===== src/rtl/piano_pkg.sv =====
// Shared constants, types and the note half-period table for the piano tone path.
package piano_pkg;

    localparam int unsigned NUM_KEYS    = 8;
    localparam int unsigned DEB_SAMPLES = 4;
    localparam int unsigned HP_WIDTH    = 11;
    localparam int unsigned IDX_WIDTH   = 3;

    typedef logic [HP_WIDTH-1:0]  half_period_t;
    typedef logic [IDX_WIDTH-1:0] note_idx_t;

    typedef enum logic [0:0] {
        ST_IDLE = 1'b0,
        ST_PLAY = 1'b1
    } tone_state_t;

    // Half-periods in 1 us strobes, index 0 = C4 ... index 7 = C5
    localparam half_period_t HALF_PERIOD [NUM_KEYS] = '{
        11'd1911, 11'd1703, 11'd1517, 11'd1432,
        11'd1276, 11'd1136, 11'd1012, 11'd956
    };

    function automatic half_period_t half_period_of(input note_idx_t idx);
        return HALF_PERIOD[idx];
    endfunction

endpackage


===== src/rtl/key_debounce.sv =====
// One piano key: 2-flop synchronizer, sample history on the 250 Hz strobe, debounced state.
module key_debounce
    import piano_pkg::*;
(
    input  logic clk_100M,
    input  logic rst,
    input  logic clk_250,
    input  logic key,
    output logic deb
);

    logic                   sync_meta;
    logic                   sync_q;
    logic [DEB_SAMPLES-1:0] hist;
    logic [DEB_SAMPLES-1:0] hist_next;

    assign hist_next = {hist[DEB_SAMPLES-2:0], sync_q};

    // Bring the asynchronous key into the clk_100M domain
    always_ff @(posedge clk_100M) begin
        if (rst) begin
            sync_meta <= 1'b0;
            sync_q    <= 1'b0;
        end else begin
            sync_meta <= key;
            sync_q    <= sync_meta;
        end
    end

    // Shift a sample per strobe; change state only on a run of identical samples
    always_ff @(posedge clk_100M) begin
        if (rst) begin
            hist <= '0;
            deb  <= 1'b0;
        end else if (clk_250) begin
            hist <= hist_next;
            if (&hist_next) begin
                deb <= 1'b1;
            end else if (~|hist_next) begin
                deb <= 1'b0;
            end
        end
    end

endmodule


===== src/rtl/note_synth.sv =====
// Keyboard-to-tone stage: debounce eight keys, pick the highest, emit its square wave.
module note_synth
    import piano_pkg::*;
(
    input  logic                 clk_100M,
    input  logic                 rst,
    input  logic                 clk_250,
    input  logic                 clk_1M,
    input  logic [NUM_KEYS-1:0]  keys,
    output logic                 audio_out,
    output logic                 note_valid,
    output logic [IDX_WIDTH-1:0] note_idx
);

    logic [NUM_KEYS-1:0] deb_keys;
    logic                sel_valid;
    note_idx_t           sel_idx;

    tone_state_t  state;
    tone_state_t  state_next;
    half_period_t half_cnt;
    half_period_t cur_half;
    note_idx_t    cur_idx;

    logic         audio_d;
    logic         valid_d;
    half_period_t cnt_d;
    half_period_t half_d;
    note_idx_t    idx_d;

    for (genvar k = 0; k < NUM_KEYS; k++) begin : g_key
        key_debounce u_deb (
            .clk_100M (clk_100M),
            .rst      (rst),
            .clk_250  (clk_250),
            .key      (keys[k]),
            .deb      (deb_keys[k])
        );
    end

    // Highest debounced key wins (C5 has top priority)
    always_comb begin
        sel_valid = |deb_keys;
        sel_idx   = '0;
        for (int unsigned i = 0; i < NUM_KEYS; i++) begin
            if (deb_keys[i]) begin
                sel_idx = IDX_WIDTH'(i);
            end
        end
    end

    // Tone state register
    always_ff @(posedge clk_100M) begin
        if (rst) begin
            state <= ST_IDLE;
        end else begin
            state <= state_next;
        end
    end

    // Tone next-state: start on any key, stop as soon as no key is held
    always_comb begin
        state_next = state;
        case (state)
            ST_IDLE: if (sel_valid)  state_next = ST_PLAY;
            ST_PLAY: if (!sel_valid) state_next = ST_IDLE;
            default: state_next = ST_IDLE;
        endcase
    end

    // Tone outputs: note changes only at a half-period boundary; release beats a due toggle
    always_comb begin
        audio_d = audio_out;
        valid_d = note_valid;
        cnt_d   = half_cnt;
        half_d  = cur_half;
        idx_d   = cur_idx;
        case (state)
            ST_IDLE: begin
                audio_d = 1'b0;
                valid_d = 1'b0;
                cnt_d   = '0;
                if (sel_valid) begin
                    idx_d   = sel_idx;
                    half_d  = half_period_of(sel_idx);
                    audio_d = 1'b1;
                    valid_d = 1'b1;
                end
            end
            ST_PLAY: begin
                if (!sel_valid) begin
                    audio_d = 1'b0;
                    valid_d = 1'b0;
                    cnt_d   = '0;
                end else if (clk_1M) begin
                    if (half_cnt == cur_half - HP_WIDTH'(1)) begin
                        cnt_d   = '0;
                        audio_d = ~audio_out;
                        idx_d   = sel_idx;
                        half_d  = half_period_of(sel_idx);
                    end else begin
                        cnt_d = half_cnt + HP_WIDTH'(1);
                    end
                end
            end
            default: begin
                audio_d = 1'b0;
                valid_d = 1'b0;
                cnt_d   = '0;
            end
        endcase
    end

    // Tone datapath registers
    always_ff @(posedge clk_100M) begin
        if (rst) begin
            audio_out  <= 1'b0;
            note_valid <= 1'b0;
            half_cnt   <= '0;
            cur_half   <= '0;
            cur_idx    <= '0;
        end else begin
            audio_out  <= audio_d;
            note_valid <= valid_d;
            half_cnt   <= cnt_d;
            cur_half   <= half_d;
            cur_idx    <= idx_d;
        end
    end

    assign note_idx = cur_idx;

endmodule

===== config.mk =====
export PLATFORM = sky130hd
export DESIGN_NAME = note_synth
export DESIGN_NICKNAME = d
export VERILOG_FILES = /design/src/rtl/piano_pkg.sv /design/src/rtl/key_debounce.sv /design/src/rtl/note_synth.sv
export SDC_FILE = /design/constraint.sdc
export NUM_CORES = 1
export LEC_CHECK = 0
export ABC_AREA = 1
export BUFFER_PORTS_ARGS = -buffer_cell sky130_fd_sc_hd__buf_4
export CAP_MARGIN = 10
export CORE_ASPECT_RATIO = 1.5
export CORE_MARGIN = 2
export CORE_UTILIZATION = 45
export DETAILED_ROUTE_END_ITERATION = 10
export GPL_TIMING_DRIVEN = 0
export MAX_ROUTING_LAYER = met4
export PLACE_DENSITY = 0.76
export SETUP_SLACK_MARGIN = 0.4
export SYNTH_ARGS = -nofsm -noshare
export SYNTH_HDL_FRONTEND = slang
export SYNTH_SLANG_ARGS = --single-unit
export TNS_END_PERCENT = 30

===== constraint.sdc =====
create_clock -name clk_100M -period 1.7 [get_ports clk_100M]
set_input_delay 0.34 -clock clk_100M [delete_from_list [all_inputs] [get_ports clk_100M]]
set_output_delay 0.34 -clock clk_100M [all_outputs]
set_load 0.05 [all_outputs]

# Word-level counts from Yosys, hierarchy flattened
# Memory sizes are Yosys's and may differ from the RTL's.
# Cells that the tools add are included.
[op_classes]
addsub = 2
n_lt_le_gt_ge = 1
n_eq_ne = 16
muxes = 46
bitwise = 3
reduce_logical = 27
[ops]
columns = ["operator", "n"]
rows = [
  ["11-bit two-way mux", 9],
  ["11-bit one-hot mux with 2 select lines", 2],
  ["4-bit AND reduction", 9],
  ["4-bit OR reduction", 8],
  ["3-bit two-way mux", 10],
  ["1-bit two-way mux", 22],
  ["2-bit by 1-bit inequality test with 1-bit output (second input constant)", 9],
  ["2-bit AND reduction", 9],
  ["11-bit by 1-bit adder with 11-bit output (second input constant)", 1],
  ["11-bit equality test", 1],
  ["11-bit by 1-bit subtractor with 11-bit output (second input constant)", 1],
  ["2-bit inequality test (second input constant)", 4],
  ["8-bit OR reduction", 1],
  ["3-bit one-hot mux with 2 select lines", 1],
  ["4-bit >= comparator (second input constant)", 1],
  ["3-bit inverter with 4-bit output", 1],
  ["1-bit one-hot mux with 2 select lines", 2],
  ["3-bit by 2-bit inequality test with 1-bit output (second input constant)", 1],
  ["3-bit inequality test (second input constant)", 1],
  ["1-bit inverter", 2],
]
[totals]
regBits = 76
mem_bits_ro = 88
input_bits = 12
out_inout_bits = 5
wordCells = 134
memories = 1
[mem_list]
columns = ["memory", "depth", "width", "read_ports", "rd_clocked_by_memory_dff", "write_ports", "line_no", "text"]
rows = [
  ["(name not given)", 8, 11, 1, 0, 0, "piano_pkg.sv:24", "return HALF_PERIOD[idx];"],
]

# Longest topological paths before layout
[depth]
word_depth = 15
ltp_mapped = 17
depth_no_buf = 17

# Modules after synthesis
# Synthesis repeated with hierarchy kept, for this count alone.
[hier_totals]
hier_cells = 504
area_unflattened_um2 = 3572.2
[by_module_without_submodules]
columns = ["module", "instances", "cells_per_inst", "area_each_um2", "seq_area_each_um2"]
rows = [
  ["note_synth", 1, 288, 1850.5, 560.5],
  ["key_debounce", 8, 27, 215.2, 120.1],
]

# Worst setup path before layout
# OpenSTA, ideal clock, no wires.
[synth_path]
path_kind = "register to register"
startpoint = "register cur_half[0]"
endpoint = "register half_cnt[3]"
arrival_ns = 1.728
path_slack_ns = -0.144
stages_incl_launch_ff = 16
cell_sequence = "dfxtp_1 inv_2 ha_1 inv_2 nor2_2 inv_2 nor2_4 nand3b_1 nand2_1 nand2_1 nor2_2 nand3_1 nand2_1 nand2_1 nand2_2 nor2_1"
[synth_between]
elab_chain_cells = 6
[synth_lines]
columns = ["element", "line_no", "text"]
rows = [
  ["start: declaration", "note_synth.sv:22", "half_period_t cur_half;"],
  ["start signal: assignment", "note_synth.sv:126", "cur_half <= half_d;"],
  ["11-bit by 1-bit subtractor with 11-bit output", "note_synth.sv:96", "if (half_cnt == cur_half - HP_WIDTH'(1)) begin"],
  ["11-bit equality test", "note_synth.sv:96", ""],
  ["11-bit two-way mux", "note_synth.sv:96", ""],
  ["11-bit two-way mux", "note_synth.sv:95", "end else if (clk_1M) begin"],
  ["11-bit two-way mux", "note_synth.sv:91", "if (!sel_valid) begin"],
  ["11-bit one-hot mux with 2 select lines", "note_synth.sv:78", "case (state)"],
  ["end signal: assignment", "note_synth.sv:125", "half_cnt <= cnt_d;"],
  ["end: declaration", "note_synth.sv:21", "half_period_t half_cnt;"],
]
# Every way passes these cells. The select of a mux whose other input is x is not followed.
# A chain may end at the register's enable or synchronous reset.

# Final worst setup path
[layout_path]
startpoint = "register cur_half[0]"
endpoint = "register cur_half[0]"
[layout_between]
elab_chain_cells = 4
[layout_lines]
columns = ["element", "line_no"]
rows = [
  ["11-bit by 1-bit subtractor with 11-bit output", "note_synth.sv:96"],
  ["11-bit equality test", "note_synth.sv:96"],
  ["2-bit by 1-bit inequality test with 1-bit output (no source line)", "-"],
  ["4-bit AND reduction (no source line)", "-"],
]
# Every way passes these cells.

==> flow_metrics.tcl <==
set metrics [dict create \
    grt_pass1_wl_um 14600 \
    first_global_vias 3391 \
    combPwrFrac 0.044 \
    track_usage 0.213 \
    hold_viol 0 \
    report.final.setup_viol 26 \
    worst_ep_arrival_time_ns 2.25 \
    clock_power_share 0.502 \
    dp_worst_setup_slack_ns -0.316 \
    ys_seq_area_frac 0.419 \
    cts-buffers-inserted 9 \
    num-nets-final 564 \
    timing.rr.start "cur_half[0]" \
    grt_max_degree 15 \
    start_util 0.460 \
    via_count 3408 \
    worstHoldStart "keys[4]" \
    synth_async_sr_flop_share 0 \
    coreArea_um2 7910 \
    cts_buffer_depth 2 \
    drtPass1Iterations 5 \
    dpl.hpwl_um 6050 \
    r2r-end "cur_half[0]" \
    cts_hold_buf 0 \
    p_seq_frac 0.454 \
    power_mw 4.10 \
    synth_common_cells "nand2_1, dfxtp_1, inv_1" \
    slowest_delay_ns 0.37 \
    dieArea_um2 8830 \
    swShare 0.221 \
    p_int_mw 3.19 \
    tightest_slew_ns 0.598 \
    layout-area-overhead-vs-synth_pct 22.7 \
    rr_worst_depth 15 \
    viasPerCell 5.20 \
    path_max_fanout 5 \
    crit_family "simple AND/OR/NAND/NOR gates" \
    cts_tree "done" \
    gp_congestion 0.863 \
    setup_slack_ns -0.286 \
    status "finished with violations" \
    drive_above_1_share 0.196 \
    synth_seq_cells 76 \
    die_w_um 77.4 \
    drt_iter0_drc 130 \
    fin_worst_skew_ns 0.00794 \
    period_share 1.17 \
    cts.sinks 76 \
    drc_errors 0 \
    htreeDepth 3 \
    endpoint_kind "register" \
    core.rowCount 40 \
    clk_latency_ns 0.34 \
    worst_path_most_repeated_cell "nand2_2" \
    crit_buf_inv 3 \
    ys.flop_type "dfxtp_1" \
    hold_ws_ns 0.195 \
    crit_required_ns 1.96 \
    cp-startpoint "cur_half[0]" \
    io_buffers 15 \
    yosys_warnings 0 \
    die_height_um 114 \
    power_density_nw_per_um2 919 \
    rsz0062_at_grt "yes" \
    fin_crit_ns 1.99 \
    fillers 752 \
    drv_cap 0 \
    final-max-slew-violation-count 0 \
    postLayoutCellArea_um2 4460 \
    r2r_slack_ns -0.29 \
    fmax_ghz 0.503 \
    post_drt_wl_per_cell_um 13.2 \
    synthDistinctLibCells 35 \
    synthTopCellsByArea "dfxtp_1, nand2_1, inv_1, nor2_1, a21oi_1" \
    cp_cell_sequence "inv_6, ha_4, inv_2, nand2_2, nand2_2, nor2_1, nand3_1, nor2_1, nand3_1, nor2_2, nand3_2, nand2_4, buf_8, nand2_2, a21oi_2" \
    syn-mean-instance-area_um2 7.13 \
    setup-tns-final_ns -5.00 \
    min_path_type "in2reg" \
    vdd_drop_max_uv 729 \
    io_pins 17 \
    switchingPower_uw 906 \
    synth.cell_area_um2 3630 \
    root_buffer "clkbuf_16" \
    relSlewSlack 0.602 \
    synth_top_area_frac 0.419 \
    synth_top_area_cell "dfxtp_1" \
    syn_inst 510 \
    synth_edf_count 0 \
    drt-total-wl_um 8680 \
    antenna_cells 0 \
    violations "setup timing" \
    ant_nets 0 \
    hold_depth 3 \
    p_leak_nw 1.88 \
    path_clk_slew_ns 0.06 \
    worstHoldEndpoint "g_key[4].u_deb.sync_meta" \
    antenna_found_initial 0 \
    postPlaceCellArea_um2 3920 \
    startpoint_type "register" \
    overflow 0 \
    crit_slowest_cell "dfxtp_4" \
    synthesis.nets 528 \
    synth_most_common_cell "nand2_1" \
    crit_type "reg2reg" \
]
-- worst register-to-register path, stage by stage, from the launching register on --
cell and delay (ns):
dfxtp_4 0.37, inv_6 0.04, ha_4 0.27, inv_2 0.03, nand2_2 0.06, nand2_2 0.05
nor2_1 0.09, nand3_1 0.08, nor2_1 0.09, nand3_1 0.11, nor2_2 0.14, nand3_2 0.12
nand2_4 0.16, buf_8 0.15, nand2_2 0.05, a21oi_2 0.12
-- timing repair --
item | CTS | global route
pin swaps | 12 | 14
endpoints found under the setup margin | 43 | 38
gates resized for setup | 23 | 18
gates cloned | 1 | 0
setup buffers | 5 | 4
endpoints found under the hold margin | 0 | 0
-- power by group through the flow --
stage          Sequential (mW)  Combinational (mW)  Clock [mW]
3_3_place_gp              1.90               0.168           0
3_5_place_dp              1.90               0.175           0
6_report                  1.86               0.180        2.06
4_1_cts                   1.86               0.180        2.09
2_1_floorplan             1.89               0.117           0
5_1_grt                   1.86               0.205        2.17
-- placed cells by master, fill, tap and decap left out, types with 2 or more instances in the layout --
master,count
nor2_2,4
buf_6,3
a21oi_2,8
inv_6,2
dfxtp_1,72
nand4_1,13
nor3_1,6
a21oi_1,37
clkbuf_16,9
clkinvlp_4,2
a211oi_1,2
dfxtp_2,3
buf_2,4
nor2_4,7
ha_1,5
clkbuf_2,3
nand2_4,8
nand2_2,12
nand3_2,2
o21ai_0,23
nand3_1,36
or2_2,2
a41oi_1,2
inv_2,5
nand2_1,85
bufinv_16,2
o41ai_1,5
inv_1,66
buf_4,23
nand3b_1,4
nor2_1,63
xor2_1,7
clkbuf_1,9
xnor2_1,3
-- logic make-up after synthesis --
family	after synthesis	synth area share
simple gates	247	0.313
buf+inv	92	0.0985
compound gates	79	0.125
flops	76	0.419
xor+xnor	10	0.0241
fa+ha+maj	6	0.0207
-- cell type report --
type	instances	area, um^2	area share
inverters	74	285	0.0640
repair buffers	25	215	0.0483
clock buffers	10	229	0.0513
clock inverters	6	95.1	0.0213
well taps	105	131	0.0295
flip-flops and latches	76	1530	0.343
multi-input cells	342	1880	0.421
plain buffers	18	98.8	0.0222
-- worst max-delay path by stage --
stage / cells after the start / slack [ns] / endpoint
after global placement: 15 / -0.30 / cur_half[8]
after global routing: 15 / -0.38 / cur_half[10]
after floorplan: 15 / -0.04 / cur_half[0]
after CTS: 15 / -0.28 / cur_half[8]
final: 15 / -0.29 / cur_half[0]
after detailed placement: 15 / -0.32 / cur_half[8]
-- stage by stage --
step / instances / utilization
after CTS: 652 / 0.553
after floorplan: 510 / -
after detailed placement: 630 / 0.496
after global placement: 630 / 0.496
after global routing: 656 / 0.564
final: 656 / 0.564
-- flip-flops by register name, indices dropped and copies added, names as in the netlist --
| name | count |
|---|---|
| half_cnt | 11 |
| g_key.u_deb.sync_q | 8 |
| state | 1 |
| g_key.u_deb.hist | 24 |
| g_key.u_deb.deb | 8 |
| note_valid | 1 |
| cur_half | 11 |
| note_idx | 3 |
| g_key.u_deb.sync_meta | 8 |
| audio_out | 1 |
-- layer usage --
| layer | vias up | global-route usage | share of wire |
|---|---|---|---|
| met5 | - | - | 0 |
| met4 | 0 | 0.120 | 0.044 |
| met3 | 34 | 0.0418 | 0.039 |
| met2 | 89 | 0.392 | 0.54 |
| met1 | 1567 | 0.206 | 0.37 |
| li1 | 1718 | - | - |
Note: power is estimated with default switching activity, not from simulation.
